**src/rtl/magnitude_sqrt_pkg.sv**
```systemverilog
// Shared definitions for the magnitude square-root stage.
//   DEFAULT_WORD_SIZE : default width of the sum-of-squares operand
//   state_t           : controller states, encodings shared with the vector machine
package magnitude_sqrt_pkg;

  localparam int DEFAULT_WORD_SIZE = 24;

  typedef enum logic [1:0] {
    IDLE = 2'b00,
    CALC = 2'b01,
    DONE = 2'b10
  } state_t;

endpackage

```
**src/rtl/magnitude_sqrt_if.sv**
```systemverilog
// Request/result bundle between the upstream Calculation stage and magnitude_sqrt.
//   start : request to capture Sum and begin a root computation
//   Sum   : unsigned sum of squares (word_size bits)
//   Root  : floor(sqrt(Sum)) (word_size/2 bits)
//   Rem   : Sum - Root*Root (word_size/2+1 bits)
//   Busy  : computation in progress
//   Done  : one-cycle pulse marking valid Root/Rem
// master = requester side, slave = magnitude_sqrt side.
interface magnitude_sqrt_if
  import magnitude_sqrt_pkg::*;
#(
  parameter int word_size = DEFAULT_WORD_SIZE
);

  logic                   start;
  logic [word_size-1:0]   Sum;
  logic [word_size/2-1:0] Root;
  logic [word_size/2:0]   Rem;
  logic                   Busy;
  logic                   Done;

  modport master (output start, Sum, input Root, Rem, Busy, Done);
  modport slave  (input start, Sum, output Root, Rem, Busy, Done);

endinterface

```
**src/rtl/magnitude_sqrt_sqrt_step.sv**
```systemverilog
// One digit-by-digit square-root iteration, purely combinational.
//   rem_in/rem_out   : working remainder (word_size/2+2 bits)
//   root_in/root_out : partial root (word_size/2 bits), new bit shifted in at LSB
//   bits_in          : next two operand bits, MSB pair first
module sqrt_step
  import magnitude_sqrt_pkg::*;
#(
  parameter int word_size = DEFAULT_WORD_SIZE
) (
  input  logic [word_size/2+1:0] rem_in,
  input  logic [word_size/2-1:0] root_in,
  input  logic [1:0]             bits_in,
  output logic [word_size/2+1:0] rem_out,
  output logic [word_size/2-1:0] root_out
);

  localparam int HALF = word_size / 2;

  logic [HALF+1:0] acc;
  logic [HALF+1:0] sub;
  logic [HALF+2:0] diff;
  logic            ge;
  logic            unused_rem_msbs;

  // rem_in never exceeds 2*root_in < 2^HALF, so its top two bits are always
  // zero and dropping them keeps (rem<<2 | bits) exact.
  assign acc  = {rem_in[HALF-1:0], bits_in};
  assign sub  = {root_in, 2'b01};
  assign diff = {1'b0, acc} - {1'b0, sub};
  assign ge   = ~diff[HALF+2];

  assign rem_out  = ge ? diff[HALF+1:0] : acc;
  assign root_out = {root_in[HALF-2:0], ge};

  assign unused_rem_msbs = ^rem_in[HALF+1:HALF];

endmodule

```
**src/rtl/magnitude_sqrt.sv**
```systemverilog
// Iterative integer square root of an accumulated sum of squares.
// One root bit per cycle, MSB first; result registered on entry to DONE
// and held until the next DONE.
//   clk : system clock (rising edge)
//   rst : asynchronous active-low reset
//   bus : magnitude_sqrt_if slave (start/Sum in, Root/Rem/Busy/Done out)
module magnitude_sqrt
  import magnitude_sqrt_pkg::*;
#(
  parameter int word_size = DEFAULT_WORD_SIZE
) (
  input logic             clk,
  input logic             rst,
  magnitude_sqrt_if.slave bus
);

  localparam int HALF = word_size / 2;
  localparam int CW   = $clog2(HALF + 1);

  state_t state, state_next;

  logic [word_size-1:0] op;
  logic [HALF+1:0]      rem_w, rem_step;
  logic [HALF-1:0]      root_w, root_step;
  logic [CW-1:0]        cnt;
  logic [HALF-1:0]      root_q;
  logic [HALF:0]        rem_q;
  logic                 busy_q, done_q;
  logic                 unused_step_msb;

  sqrt_step #(.word_size(word_size)) u_step (
    .rem_in  (rem_w),
    .root_in (root_w),
    .bits_in (op[word_size-1 -: 2]),
    .rem_out (rem_step),
    .root_out(root_step)
  );

  always_comb begin
    state_next = state;
    case (state)
      IDLE:    if (bus.start) state_next = CALC;
      CALC:    if (cnt == CW'(1)) state_next = DONE;
      DONE:    state_next = IDLE;
      default: state_next = IDLE;
    endcase
  end

  // Busy/Done are registered from the next state so they track the state
  // register exactly and reset to 0 with it.
  always_ff @(posedge clk or negedge rst) begin
    if (!rst) begin
      state  <= IDLE;
      op     <= '0;
      rem_w  <= '0;
      root_w <= '0;
      cnt    <= '0;
      root_q <= '0;
      rem_q  <= '0;
      busy_q <= 1'b0;
      done_q <= 1'b0;
    end else begin
      state  <= state_next;
      busy_q <= (state_next != IDLE);
      done_q <= (state_next == DONE);
      case (state)
        IDLE: begin
          if (bus.start) begin
            op     <= bus.Sum;
            rem_w  <= '0;
            root_w <= '0;
            cnt    <= CW'(HALF);
          end
        end
        CALC: begin
          rem_w  <= rem_step;
          root_w <= root_step;
          op     <= {op[word_size-3:0], 2'b00};
          cnt    <= cnt - CW'(1);
          if (cnt == CW'(1)) begin
            root_q <= root_step;
            rem_q  <= rem_step[HALF:0];
          end
        end
        default: ;
      endcase
    end
  end

  assign bus.Root = root_q;
  assign bus.Rem  = rem_q;
  assign bus.Busy = busy_q;
  assign bus.Done = done_q;

  assign unused_step_msb = rem_step[HALF+1];

endmodule

```
**src/flat_wrapper.sv**
```systemverilog
// flat-port wrapper written by rule: the top's interface ports become plain ports
module magnitude_sqrt_flat import magnitude_sqrt_pkg::*;
#(
  parameter int word_size = DEFAULT_WORD_SIZE
)
  (clk, rst, bus_start, bus_Sum, bus_Root, bus_Rem, bus_Busy, bus_Done);
  magnitude_sqrt_if #(.word_size(word_size)) bus_i ();
  input logic clk;
  input logic rst;
  input wire logic [$bits(bus_i.start)-1:0] bus_start;
  input wire logic [$bits(bus_i.Sum)-1:0] bus_Sum;
  output wire logic [$bits(bus_i.Root)-1:0] bus_Root;
  output wire logic [$bits(bus_i.Rem)-1:0] bus_Rem;
  output wire logic [$bits(bus_i.Busy)-1:0] bus_Busy;
  output wire logic [$bits(bus_i.Done)-1:0] bus_Done;
  assign bus_i.start = bus_start;
  assign bus_i.Sum = bus_Sum;
  assign bus_Root = bus_i.Root;
  assign bus_Rem = bus_i.Rem;
  assign bus_Busy = bus_i.Busy;
  assign bus_Done = bus_i.Done;
  magnitude_sqrt #(.word_size(word_size)) u_core (.clk(clk), .rst(rst), .bus(bus_i));
endmodule
```
**config.mk**
```make
export PLATFORM = sky130hd
export DESIGN_NAME = magnitude_sqrt_flat
export DESIGN_NICKNAME = d
export VERILOG_FILES = /design/src/rtl/magnitude_sqrt_pkg.sv /design/src/rtl/magnitude_sqrt_if.sv /design/src/rtl/magnitude_sqrt_sqrt_step.sv /design/src/rtl/magnitude_sqrt.sv /design/src/flat_wrapper.sv
export SDC_FILE = /design/constraint.sdc
export NUM_CORES = 1
export LEC_CHECK = 0
export ABC_AREA = 0
export BUFFER_PORTS_ARGS = -buffer_cell sky130_fd_sc_hd__buf_2
export CORE_MARGIN = 4
export CORE_UTILIZATION = 30
export DETAILED_ROUTE_END_ITERATION = 8
export SLEW_MARGIN = 40
export SYNTH_ARGS = -nofsm -noshare
export SYNTH_HDL_FRONTEND = slang
export SYNTH_SLANG_ARGS = --single-unit
export TNS_END_PERCENT = 5
```
**constraint.sdc**
```tcl
create_clock -name clk -period 2.5 [get_ports clk]
set_input_delay 0.375 -clock clk [delete_from_list [all_inputs] [get_ports clk]]
set_output_delay 0.375 -clock clk [all_outputs]
set_load 0.02 [all_outputs]
```
### After elaboration in Yosys (flattened, before gate mapping)

Cells that the tools add are included.

* register bits after elaboration: 81
* output and inout bits: 27

* $add $sub $neg: 2
* equal/unequal tests: 4
* muxes and demuxes: 12
* bitwise gates (word level): 1
* reductions and logical operators: 5

Operators by type and width (count)
* $pmux W12 S2: 2
* $pmux W24 S2: 1
* $mux W12: 2
* $mux W24: 1
* $sub A14 B14 Y15: 1
* $mux W13: 1
* $pmux W4 S2: 1
* $eq A4 B1 Y1 const B: 1
* $mux W2: 2
* $mux W4: 1
* $pmux W2 S2: 1
* $reduce_and A2 Y1: 2
* $reduce_bool A2 Y1: 2
* $sub A4 B1 Y4 const B: 1
* $eq A2 B1 Y1 const B: 1
* $eq A2 B2 Y1 const B: 1
* $logic_not A2 Y1: 1
* $ne A2 B2 Y1 const B: 1
* $not A1 Y1: 1

### Depth between registers and ports, before layout

* depth after elaboration: 4
* gate-level depth with buffers: 9

### Modules after synthesis

From an unflattened synthesis, not the netlist that was laid out.

* cell total of the unflattened synthesis: 372
* area total of the unflattened synthesis: 4196.5 um2

Modules (own cells, without submodules)
* magnitude_sqrt: times used 1, cells an instance 253, area each 3259.4 um2
* sqrt_step: times used 1, cells an instance 119, area each 937.1 um2

### Worst setup path before layout

No wires, ideal clock.

* kind: flip-flop to flip-flop
* start: reg u_core.op[22]
* end: reg u_core.rem_w[1]
* data arrival time: 1.764 ns
* slack: 0.615 ns
* stages on the path, launching flop included: 10
* cell sequence: dfrtp_1 inv_1 ha_1 nand2b_1 a21oi_2 o21ai_2 a21oi_2 buf_6 nand2_2 a32o_1

* word-level cells in the longest chain between the ends: 3

RTL lines
* start, declared: RTL line magnitude_sqrt.sv:22 `logic [word_size-1:0] op;`
* start signal, assigned: RTL line magnitude_sqrt.sv:69 `op <= bus.Sum;`
* start signal, assigned: RTL line magnitude_sqrt.sv:78 `op <= {op[word_size-3:0], 2'b00};`
* $sub A14 B14 Y15: RTL line magnitude_sqrt_sqrt_step.sv:29 `assign diff = {1'b0, acc} - {1'b0, sub};`
* $mux W13: RTL line magnitude_sqrt_sqrt_step.sv:32 `assign rem_out = ge ? diff[HALF+1:0] : acc;`
* $pmux W12 S2: RTL line magnitude_sqrt.sv:66 `case (state)`
* end signal, assigned: RTL line magnitude_sqrt.sv:76 `rem_w <= rem_step;`
* end, declared: RTL line magnitude_sqrt.sv:23 `logic [HALF+1:0] rem_w, rem_step;`

Every way passes these cells.
A chain may end at the register's enable or synchronous reset.

### Final worst setup path

* start: reg u_core.root_w[10]
* end: reg u_core.rem_w[1]

* word-level cells in the longest chain between the ends: 3

RTL lines
* start, declared: RTL line magnitude_sqrt.sv:24 `logic [HALF-1:0] root_w, root_step;`
* start signal, assigned: RTL line magnitude_sqrt.sv:77 `root_w <= root_step;`
* $sub A14 B14 Y15: RTL line magnitude_sqrt_sqrt_step.sv:29
* $mux W13: RTL line magnitude_sqrt_sqrt_step.sv:32
* $pmux W12 S2: RTL line magnitude_sqrt.sv:66

Every way passes these cells.

==> metrics.txt <==
post-cts resize count=0; most common cell after layout, fill and taps aside=nand2_1; Worst Hold Class=in -> async; CP endpoint kind=flip-flop; Mapped Cells=426; Post-synth EDFFs=0; Slowest cell on crit path=dfrtp_1; Setup crit start kind=flip-flop; Final Setup Violations=0; Max clock buf depth=2; Initial Util=30.8%; Worst path max stage delay=0.37 ns; core area=0.0127 sq mm; syn_nets=468; Worst Path Required=2.73 ns; # DRC=0; critical path peak fanout=10; DP Wirelength=6300 um; First-pass DRT Iterations=4; Max Clock Skew=0.00470 ns; num rows=41; ant diodes=0; average size of a mapped cell=9.18 sq um; gpl congestion=0.873; I/O pins=54; Worst Path Buf+Inv=1; Skew-Pair Late Insertion Delay=0.34 ns; Setup CP Type=reg -> reg; Detail Route Antenna Nets=0; Layout Cells excl Fill=651; Max Cap Viol=0; Cell Pwr Density=1670 mW/mm^2; grt ovf=0; Vias per Instance=4.75; run status=finished clean; die width=122 um; Die Area=0.0149 sq mm; Layout area overhead=18.4%; Via Count=3092; Rel. slew slack=62.2%; share of the yosys chip area belonging to registers=51.9%; Final Power=7740 uW; P_leak=0.00216 uW; CP Cell Sequence=inv_1 -> ha_1 -> a211oi_1 -> nand2_1 -> nor2_2 -> a21o_1 -> nand2_1 -> a32o_1; # clock sinks=81; Hold Violations, Final=0; TritonCTS Buffers=9; Fin Setup TNS=0 ns; DP Cell Count=635; GRT Total Usage=12.8%; most used cell along the critical path=nand2_1; delay-heaviest family, CP=compound AO/OA/AOI/OAI gates; Fmax=0.455 GHz; commonest cells after routing, fill and taps aside=nand2_1 (92), dfrtp_1 (81), buf_2 (52); Max Slew Vio Count=0; clock-pin slew on the worst setup and hold paths=0.06 ns; Tmin final=2.20 ns; Iter 0 DRT Violations=112; Main synth FF type=dfrtp_1; Worst-Margin Slew=0.567 ns; largest net degree at the start of global routing=82; peak supply drop=0.000534 V; RSZ-0062 raised after global routing=no; crit share post-route=87.9%; Post-CTS Hold Buffers=0; Synth Register Bits=81; share of layout cells above drive strength 1=18.0%; warnings from Yosys=0; DIE HEIGHT=122 um; antenna violations before repair=0; root buffer cell=clkbuf_16; post-synthesis instance area=0.00391 sq mm; CTS tree=built; first-pass GRT wire length=15300 um; asr flop ratio synth=100%; Total Routed Length=8980 um; Critical Path AT=2.42 ns; nets=516; post-CTS setup buffer count=0; vias in the first global route=3152; H-Tree Depth=3; average wire per standard cell=13.8 um; IO Port Bufs=53; post-synthesis cell type count=42
[final cells by class]
cell class                 instances  area, sq um
fill                            1330         8040
sequential                        81         2030
clock inverter                     6         43.8
clock buffer                      10          239
multi-input combinational        303         1700
timing repair buffer              59          325
inverter                          20         75.1
tap                              172          215
[state kept, by name (all words and copies together), names as in the netlist]
register	cells
u_core.op	24
u_core.bus.Done	1
u_core.root_w	12
u_core.rem_w	12
u_core.state	2
u_core.bus.Root	12
u_core.bus.Busy	1
u_core.cnt	4
u_core.bus.Rem	13
[synthesized netlist by cell type (2+ instances only)]
library cell / count / share of area (%)
xnor2_1: 8 / 1.8
xor2_1: 2 / 0.45
o2111ai_1: 2 / 0.45
o22ai_1: 12 / 1.9
a31oi_1: 22 / 3.5
inv_1: 18 / 1.7
o21ai_0: 37 / 4.7
buf_6: 2 / 0.58
clkbuf_1: 13 / 1.2
nand2b_1: 3 / 0.48
nor2b_1: 4 / 0.64
buf_2: 7 / 0.90
nand3_1: 7 / 0.90
clkinv_1: 2 / 0.19
a21o_1: 4 / 0.77
o211ai_1: 7 / 1.3
mux2i_1: 6 / 1.5
nand3b_1: 2 / 0.38
nand2_1: 92 / 8.8
a21oi_2: 2 / 0.45
a21oi_1: 15 / 1.9
nor2_1: 36 / 3.5
dfrtp_1: 81 / 52
o21ai_1: 4 / 0.51
o21ai_2: 2 / 0.45
ha_1: 15 / 4.8
a32oi_1: 4 / 0.90
nor3_1: 3 / 0.38
[metrics by stage]
step	setup WS (ns)	area, sq um	hold slack [ns]	utilization, %
after floorplan	0.615	3910	0.0794	-
after global placement	0.326	4350	0.440	34.3
after detailed placement	0.294	4350	0.441	34.3
after CTS	0.295	4630	0.0765	36.5
after global routing	0.118	4630	0.0904	36.5
final	0.302	4630	0.0627	36.5
[cell families (layout without fill, tap and decap cells)]
family                   after synthesis  count (layout)  synth area share, %
AND/OR/NAND/NOR                      154             154                 16.4
AO/OA/AOI/OAI                        118             118                 18.6
flip-flops                            81              81                 51.9
buffers and inverters                 42              95                 4.64
adder cells (fa/ha/maj)               15              15                 4.80
XOR/XNOR                              10              10                 2.24
multiplexers                           6               6                 1.54
[final timing paths]
kind	slack, ns	depth (start not counted)	start	endpoint
setup / recovery	0.30	8	u_core.root_w[10]$_DFFE_PN0P_	u_core.rem_w[1]$_DFFE_PN0P_
hold / removal	0.06	2	rst	u_core.bus.Done$_DFF_PN0_
min in group clk	0.28	3	bus_Sum[10]	u_core.op[10]$_DFFE_PN0P_
hold reg to reg	0.47	2	u_core.bus.Rem[6]$_DFFE_PN0P_	u_core.bus.Rem[6]$_DFFE_PN0P_
setup reg to reg	0.30	8	u_core.root_w[10]$_DFFE_PN0P_	u_core.rem_w[1]$_DFFE_PN0P_
max in group asynchronous	2.10	2	rst	u_core.op[20]$_DFFE_PN0P_
[where the power goes]
| part | switching, uW | internal (uW) | leakage (uW) |
|---|---|---|---|
| clock | 532 | 700 | 0.000138 |
| sequential | 363 | 1950 | 0.00101 |
| combinational | 2570 | 1620 | 0.00101 |
| total | 3470 | 4270 | 0.00216 |
[worst register-to-register path: cells and delay by family (launching register included)]
family	cells	cell delay (ns)
AO/OA/AOI/OAI	3	0.95
adder cells (fa/ha/maj)	1	0.29
flip-flops	1	0.37
AND/OR/NAND/NOR	3	0.38
buffers and inverters	1	0.11
[metal layers]
layer	share of wire [%]	track usage, %
met3	5.2	3.30
met2	47	21.5
met4	1.7	4.13
met1	46	16.3
met5	0	0
(Power assumes the default switching activity.)
